$ cat config.mk
export PLATFORM = sky130hd
export DESIGN_NAME = proc_control_unit
export DESIGN_NICKNAME = d
export VERILOG_FILES = /design/src/rtl/proc_control_unit.sv
export SDC_FILE = /design/constraint.sdc
export NUM_CORES = 1
export LEC_CHECK = 0
export BUFFER_PORTS_ARGS = -buffer_cell sky130_fd_sc_hd__buf_2
export CELL_PAD_IN_SITES_DETAIL_PLACEMENT = 2
export CELL_PAD_IN_SITES_GLOBAL_PLACEMENT = 2
export CORE_ASPECT_RATIO = 1.75
export CORE_MARGIN = 2
export CORE_UTILIZATION = 20
export CTS_CLUSTER_DIAMETER = 200
export CTS_CLUSTER_SIZE = 8
export DETAILED_ROUTE_END_ITERATION = 12
export PLACE_DENSITY_LB_ADDON = 0.05
export SYNTH_ARGS = -nofsm -noshare
export SYNTH_HDL_FRONTEND = slang
export SYNTH_SLANG_ARGS = --single-unit
export TNS_END_PERCENT = 5
$ cat constraint.sdc
create_clock -name clock -period 1.8 [get_ports clock]
set_input_delay 0.09 -clock clock [delete_from_list [all_inputs] [get_ports clock]]
set_output_delay 0.09 -clock clock [all_outputs]
set_load 0.05 [all_outputs]
$ cat src/rtl/proc_control_unit.sv
// Fetch/execute step sequencer and instruction decoder for the 16-bit processor datapath.
// Optional build macro PROC_CTRL_ILLEGAL_TRAP_EN: opcode 111 traps into HALT instead of executing as a NOP.
module proc_control_unit (
  input  logic        clock,
  input  logic        reset,
  input  logic        run,
  input  logic [15:0] IR,
  output logic [2:0]  Tstep_Q,
  output logic [7:0]  R_in,
  output logic [7:0]  R_out,
  output logic        Imm_out,
  output logic        Imm_hi,
  output logic        Din_out,
  output logic        G_out,
  output logic        IR_in,
  output logic        A_in,
  output logic        G_in,
  output logic        ADDR_in,
  output logic        DOUT_in,
  output logic        W_D,
  output logic        pc_incr,
  output logic [1:0]  Select,
  output logic        done,
  output logic        illegal
);

  localparam int unsigned NREG  = 8;
  localparam int unsigned REG_W = 3;

  localparam logic [2:0] OP_MV  = 3'b000;
  localparam logic [2:0] OP_MVT = 3'b001;
  localparam logic [2:0] OP_ADD = 3'b010;
  localparam logic [2:0] OP_SUB = 3'b011;
  localparam logic [2:0] OP_LD  = 3'b100;
  localparam logic [2:0] OP_ST  = 3'b101;
  localparam logic [2:0] OP_AND = 3'b110;

  typedef enum logic [2:0] {
    S_IDLE = 3'd0,
    S_F0   = 3'd1,
    S_F1   = 3'd2,
    S_F2   = 3'd3,
    S_E1   = 3'd4,
    S_E2   = 3'd5,
    S_E3   = 3'd6,
    S_HALT = 3'd7
  } state_t;

  state_t state, state_nxt;

  logic [2:0]       op;
  logic             imm;
  logic [REG_W-1:0] rx, ry;
  logic [NREG-1:0]  rx_oh, ry_oh;
  logic [1:0]       alu_sel;
  logic             unused_ir;

  assign op        = IR[15:13];
  assign imm       = IR[12];
  assign rx        = IR[11:9];
  assign ry        = IR[2:0];
  assign rx_oh     = NREG'(1) << rx;
  assign ry_oh     = NREG'(1) << ry;
  // Immediate payload bits are consumed by the datapath, not by the decoder.
  assign unused_ir = ^IR[8:3];

  always_comb begin
    case (op)
      OP_SUB:  alu_sel = 2'b01;
      OP_AND:  alu_sel = 2'b10;
      default: alu_sel = 2'b00;
    endcase
  end

  assign Tstep_Q = state;

  always_ff @(posedge clock or negedge reset) begin
    if (!reset) state <= S_IDLE;
    else        state <= state_nxt;
  end

  // Moore decode of strobes and next step from the step register and IR.
  always_comb begin
    state_nxt = state;
    R_in      = '0;
    R_out     = '0;
    Imm_out   = 1'b0;
    Imm_hi    = 1'b0;
    Din_out   = 1'b0;
    G_out     = 1'b0;
    IR_in     = 1'b0;
    A_in      = 1'b0;
    G_in      = 1'b0;
    ADDR_in   = 1'b0;
    DOUT_in   = 1'b0;
    W_D       = 1'b0;
    pc_incr   = 1'b0;
    Select    = 2'b00;
    done      = 1'b0;
    illegal   = 1'b0;

    case (state)
      S_IDLE: if (run) state_nxt = S_F0;
      S_F0: begin
        R_out[NREG-1] = 1'b1;
        ADDR_in       = 1'b1;
        pc_incr       = 1'b1;
        state_nxt     = S_F1;
      end
      S_F1: state_nxt = S_F2;
      S_F2: begin
        Din_out   = 1'b1;
        IR_in     = 1'b1;
        state_nxt = S_E1;
      end
      S_E1: begin
        case (op)
          OP_MV: begin
            if (imm) Imm_out = 1'b1;
            else     R_out   = ry_oh;
            R_in = rx_oh;
            done = 1'b1;
          end
          OP_MVT: begin
            Imm_out = 1'b1;
            Imm_hi  = 1'b1;
            R_in    = rx_oh;
            done    = 1'b1;
          end
          OP_ADD, OP_SUB, OP_AND: begin
            R_out     = rx_oh;
            A_in      = 1'b1;
            state_nxt = S_E2;
          end
          OP_LD, OP_ST: begin
            R_out     = ry_oh;
            ADDR_in   = 1'b1;
            state_nxt = S_E2;
          end
          default: begin
`ifdef PROC_CTRL_ILLEGAL_TRAP_EN
            state_nxt = S_HALT;
`else
            done = 1'b1;
`endif
          end
        endcase
      end
      S_E2: begin
        case (op)
          OP_ADD, OP_SUB, OP_AND: begin
            if (imm) Imm_out = 1'b1;
            else     R_out   = ry_oh;
            G_in      = 1'b1;
            Select    = alu_sel;
            state_nxt = S_E3;
          end
          OP_LD: state_nxt = S_E3;
          OP_ST: begin
            R_out   = rx_oh;
            DOUT_in = 1'b1;
            W_D     = 1'b1;
            done    = 1'b1;
          end
          default: state_nxt = S_IDLE;
        endcase
      end
      S_E3: begin
        case (op)
          OP_LD: begin
            Din_out = 1'b1;
            R_in    = rx_oh;
            done    = 1'b1;
          end
          OP_ADD, OP_SUB, OP_AND: begin
            G_out = 1'b1;
            R_in  = rx_oh;
            done  = 1'b1;
          end
          default: state_nxt = S_IDLE;
        endcase
      end
      S_HALT: begin
`ifdef PROC_CTRL_ILLEGAL_TRAP_EN
        illegal   = 1'b1;
        state_nxt = S_HALT;
`else
        state_nxt = S_IDLE;
`endif
      end
      default: state_nxt = S_IDLE;
    endcase

    // Instruction completion: continue straight into the next fetch if run is held.
    if (done) state_nxt = run ? S_F0 : S_IDLE;
  end

endmodule

# Word level (Yosys, flattened, before mapping)
# Cells that the tools add are included.
[word_totals]
ff_bits = 3
out_inout_bits = 34
elab_cells = 67
[classes]
eq_ne = 17
shifts = 2
mux = 39
reduce_logical = 8
[ops]
columns = ["cell", "n"]
rows = [
  ["$pmux 8 s2", 2],
  ["$mux 8", 3],
  ["$pmux 3 s8", 1],
  ["$pmux 8 s3", 1],
  ["$eq 3x3->1 const B", 7],
  ["$mux 1", 17],
  ["$shl 1x3->8 const A", 2],
  ["$pmux 7 s2", 1],
  ["$eq 3x2->1 const B", 4],
  ["$mux 3", 4],
  ["$ne 3x3->1 const B", 4],
  ["$pmux 1 s2", 4],
  ["$eq 3x1->1 const B", 2],
  ["$logic_not 3->1", 2],
  ["$pmux 1 s3", 2],
  ["$pmux 3 s2", 1],
  ["$reduce_or 5->1", 1],
  ["$mux 2", 2],
  ["$pmux 2 s2", 1],
  ["$reduce_and 4->1", 1],
  ["$reduce_or 2->1", 2],
  ["$reduce_or 4->1", 1],
  ["$reduce_or 3->1", 1],
]

# Longest topological paths before layout
[logic_depth]
ltp_word = 6
mapped_depth = 5
mapped_depth_nobuf = 4

# Worst setup path before layout
# No wires, ideal clock.
[synth_timing]
path_kind = "register to output"
startpoint = "register state[0], in the netlist Tstep_Q[0]"
endpoint = "output port Imm_hi"
arrival_time_ps = 2521
setup_slack_ps = -811
path_stages_with_launch = 4
path_cell_list = "dfrtp_1 -> buf_2 -> buf_2 -> nor4_1"
[synth_via]
elab_chain_len = 2
[synth_lines]
columns = ["element", "line_no", "rtl"]
rows = [
  ["from (decl)", "49", "state_t state, state_nxt;"],
  ["from (signal assigned)", "79", "else state <= state_nxt;"],
  ["$eq 3x3->1", "102", "case (state)"],
  ["$mux 1", "102", ""],
  ["to (decl)", "12", "output logic Imm_hi,"],
]
# Every way passes these cells.

# Worst setup path in the final report
[layout_timing]
startpoint = "register state[0], in the netlist Tstep_Q[0]"
endpoint = "output port R_out[1]"
[layout_via]
elab_chain_len = 2
word_cells_on_any_way = 3
classes_between = "eq/ne (2); mux (1)"
[layout_lines]
columns = ["element", "line_no", "rtl"]
rows = [
  ["$eq 3x3->1", "102", ""],
  ["$pmux 7 s2 (*)", "102", ""],
  ["to (decl)", "10", "output logic [7:0] R_out,"],
]
# Every way passes the cells marked *; elsewhere a longest branch is shown, timed or not.

==> flow_summary_export.csv <==
group,metric,value,unit
status,status,"completed",
final_layout,fin_area,1420,um2
final_layout,drive_above_1_share,60.8,%
synth,synth_edf_count,0,
critical_path,r2r_cells,4,
cts,htree_num_levels,1,
timing,period_share,98.2,%
critical_path,cp_data_required_time,1710,ps
critical_path,worstReg2RegEnd,"Tstep_Q[0]",
critical_path,reg2reg_from,"Tstep_Q[1]",
timing,setup-tns-final,0,ps
synth,syn-instance-count,115,
synth,synth.area.top_cells,"dfrtp_1 (9.4%), nor2_1 (9.0%), o22ai_1 (5.5%)",
critical_path,worstSetupPathType,"reg2out",
route,post-route-drc-count,0,
timing,rsz0062_at_grt,"yes",
synth,synth_flop_cell,"dfrtp_1",
timing,fin_crit,1770,ps
synth,syn_area,796,um2
place,gp_congestion,0.723,
cts,cts.clk_slew.worst_paths,30,ps
route,drtIter0Drc,9,
timing,final_hold_viol_count,0,
final_layout,areaGrowthSynthToFinish,78.8,%
synth,synthTopCellsByCount,"nor2_1 (19), o22ai_1 (7), nand2_1 (6)",
die,initial_utilization,20.6,%
cts,ctsRootBufferMaster,"clkbuf_8",
global_routing,overflow,0,
global_routing,grt_usage,15.6,%
pwr,p_total,1.76,mW
global_routing,grt_max_degree,20,
route,routed_wl,3.52,mm
critical_path,critPathLaunchType,"flip-flop",
final_layout,fin_nets,191,
global_routing,antenna_found_initial,0,
cts,cts_sinks,3,
synth,synthesis.nets,134,
place,dp_hpwl,2.74,mm
die,die-area,4520,um2
timing,slew_violations,0,
min_path,whs_endpoint,"Tstep_Q[0]",
cts,cts_buffers,3,
min_path,min_from,"run",
timing,fmax,0.566,GHz
synth,synthDistinctLibCells,47,
cts,clockBufferDepth,2,
cts,cts_tree,"built",
critical_path,endpoint_kind,"primary output",
critical_path,r2r_slack,490,ps
synth,synth_top_area_cell,"dfrtp_1",
timing,fin_hold_ws,152,ps
final_layout,num_antenna_cells,0,
die,coreArea,3870,um2
synth,synth_top_area_share,9.43,%
job,drv_cap,0,
die,ioPinCount,53,
place,portBuffers,45,
timing,skew,2.01,ps
synth,yosysSeqAreaShare,9.43,%
synth,yosysMostFrequentCell,"nor2_1",
route,postRouteAntennaNets,0,
min_path,whs_path_depth,3,
min_path,hold_path.class,"in2reg",
synth,ys_seq_elements,3,
die,chipWidth,51.7,um
final_layout,largest_reg_flops,3,
synth,ys.warnings.count,0,
pwr,cellLeakagePower,0.600,nW
route,avgViaCountPerCell,4.98,
route,vias,1090,
global_routing,grt_pass1_vias,1146,
route,wl_per_cell,16.1,um
die,rows,30,
critical_path,critPathMaxFanout,18,
pwr,irDropWorstVdd,0.000666,V
synth,async_flop_share,100,%
critical_path,cp.arrival,1680,ps
global_routing,grt_pass1_wl,5.45,mm
die,die_y,87.4,um
cts,clock_insertion_delay_worst_skew,210,ps
place,dpl-instance-area,1150,um2
timing,setup_violations,0,
pwr,power.density,1240,nW/um2
route,first_pass_iters,4,
synth,syn_avg_cell_area,6.92,um2
==> worst max-delay path, cell delays in order, from the launching register on <==
cell and delay (ps):
dfrtp_1 360, buf_12 160, nor3_2 50, a31oi_2 200
a2bb2oi_4 350, o22ai_1 120, buf_4 210
==> repair_timing <==
item | 4_1_cts | 5_1_grt
buffers inserted | 1 | 8
pin swaps | 1 | 4
hold buffers | 1 | 0
hold endpoints to repair | 3 | 0
gates cloned | 0 | 0
setup endpoints to repair | 18 | 15
gates resized for setup | 10 | 34
==> worst max path at each step <==
| stage | from | end | slack [ps] | cells past startpoint |
|---|---|---|---|---|
| 4_1_cts | Tstep_Q[0] | R_out[5] | -20 | 6 |
| 5_1_grt | Tstep_Q[0] | R_out[1] | -60 | 6 |
| 3_3_place_gp | Tstep_Q[1] | R_out[2] | 80 | 4 |
| 3_5_place_dp | Tstep_Q[2] | R_in[6] | 30 | 5 |
| 6_report | Tstep_Q[0] | R_out[1] | 30 | 6 |
| 2_1_floorplan | Tstep_Q[0] | R_out[0] | -270 | 4 |
==> final cells by class <==
type / instances / area (um2)
Clock buffer: 4 / 45.0
Sequential cell: 3 / 77.6
Inverter: 5 / 18.8
Fill cell: 470 / 2440
Timing Repair Buffer: 62 / 427
Tap cell: 48 / 60.1
Multi-Input combinational cell: 97 / 795
==> cells by family after synthesis <==
family | Yosys count | synth area share [%]
other | 1 | 0.471
muxes | 1 | 1.41
AOI/OAI and AO/OA | 32 | 29.7
xor gates and xnor gates | 1 | 1.10
DFF | 3 | 9.43
and+or+nand+nor | 62 | 46.9
buffers and inverters | 15 | 11.0
==> placed cells by master, fill, tap and decap left out, types with 2 or more instances in the layout <==
cell       n
a31oi_1    3
nand3_1    4
clkbuf_4   2
nand4b_1   3
nor2b_2    2
nor2_1    11
nand2b_1   5
nand2_1    6
buf_6      5
o22ai_2    3
nor2_2     7
nor3_2     3
nor2b_1    3
o22ai_4    2
o22ai_1    3
buf_2     32
o21ai_0    3
o211ai_1   2
dfrtp_2    2
nor4_2     2
buf_4     20
clkbuf_8   3
inv_1      5
a21oi_1    3
==> power breakdown <==
| group | total, mW | switching [mW] | internal [mW] | leakage [nW] |
|---|---|---|---|---|
| Combinational | 1.39 | 0.861 | 0.531 | 0.543 |
| Sequential | 0.175 | 0.0707 | 0.104 | 0.0346 |
| Clock | 0.192 | 0.0412 | 0.151 | 0.0228 |
| Total | 1.76 | 0.973 | 0.786 | 0.600 |
==> layer usage <==
| metal | share of wire, % | track usage (%) | vias up |
|---|---|---|---|
| met3 | 4.1 | 0.859 | 0 |
| met5 | 0 | 0 | - |
| li1 | - | - | 534 |
| met1 | 36 | 16.1 | 527 |
| met2 | 60 | 33.4 | 29 |
| met4 | 0 | 1.44 | 0 |
==> stage by stage <==
step	instances	setup slack, ps	utilization, %
2_1_floorplan	115	-273	-
3_3_place_gp	206	82.6	29.9
3_5_place_dp	206	25.6	29.9
4_1_cts	212	-24.4	32.2
5_1_grt	219	-56.7	36.8
6_report	219	33.1	36.8
(Power assumes the default switching activity.)
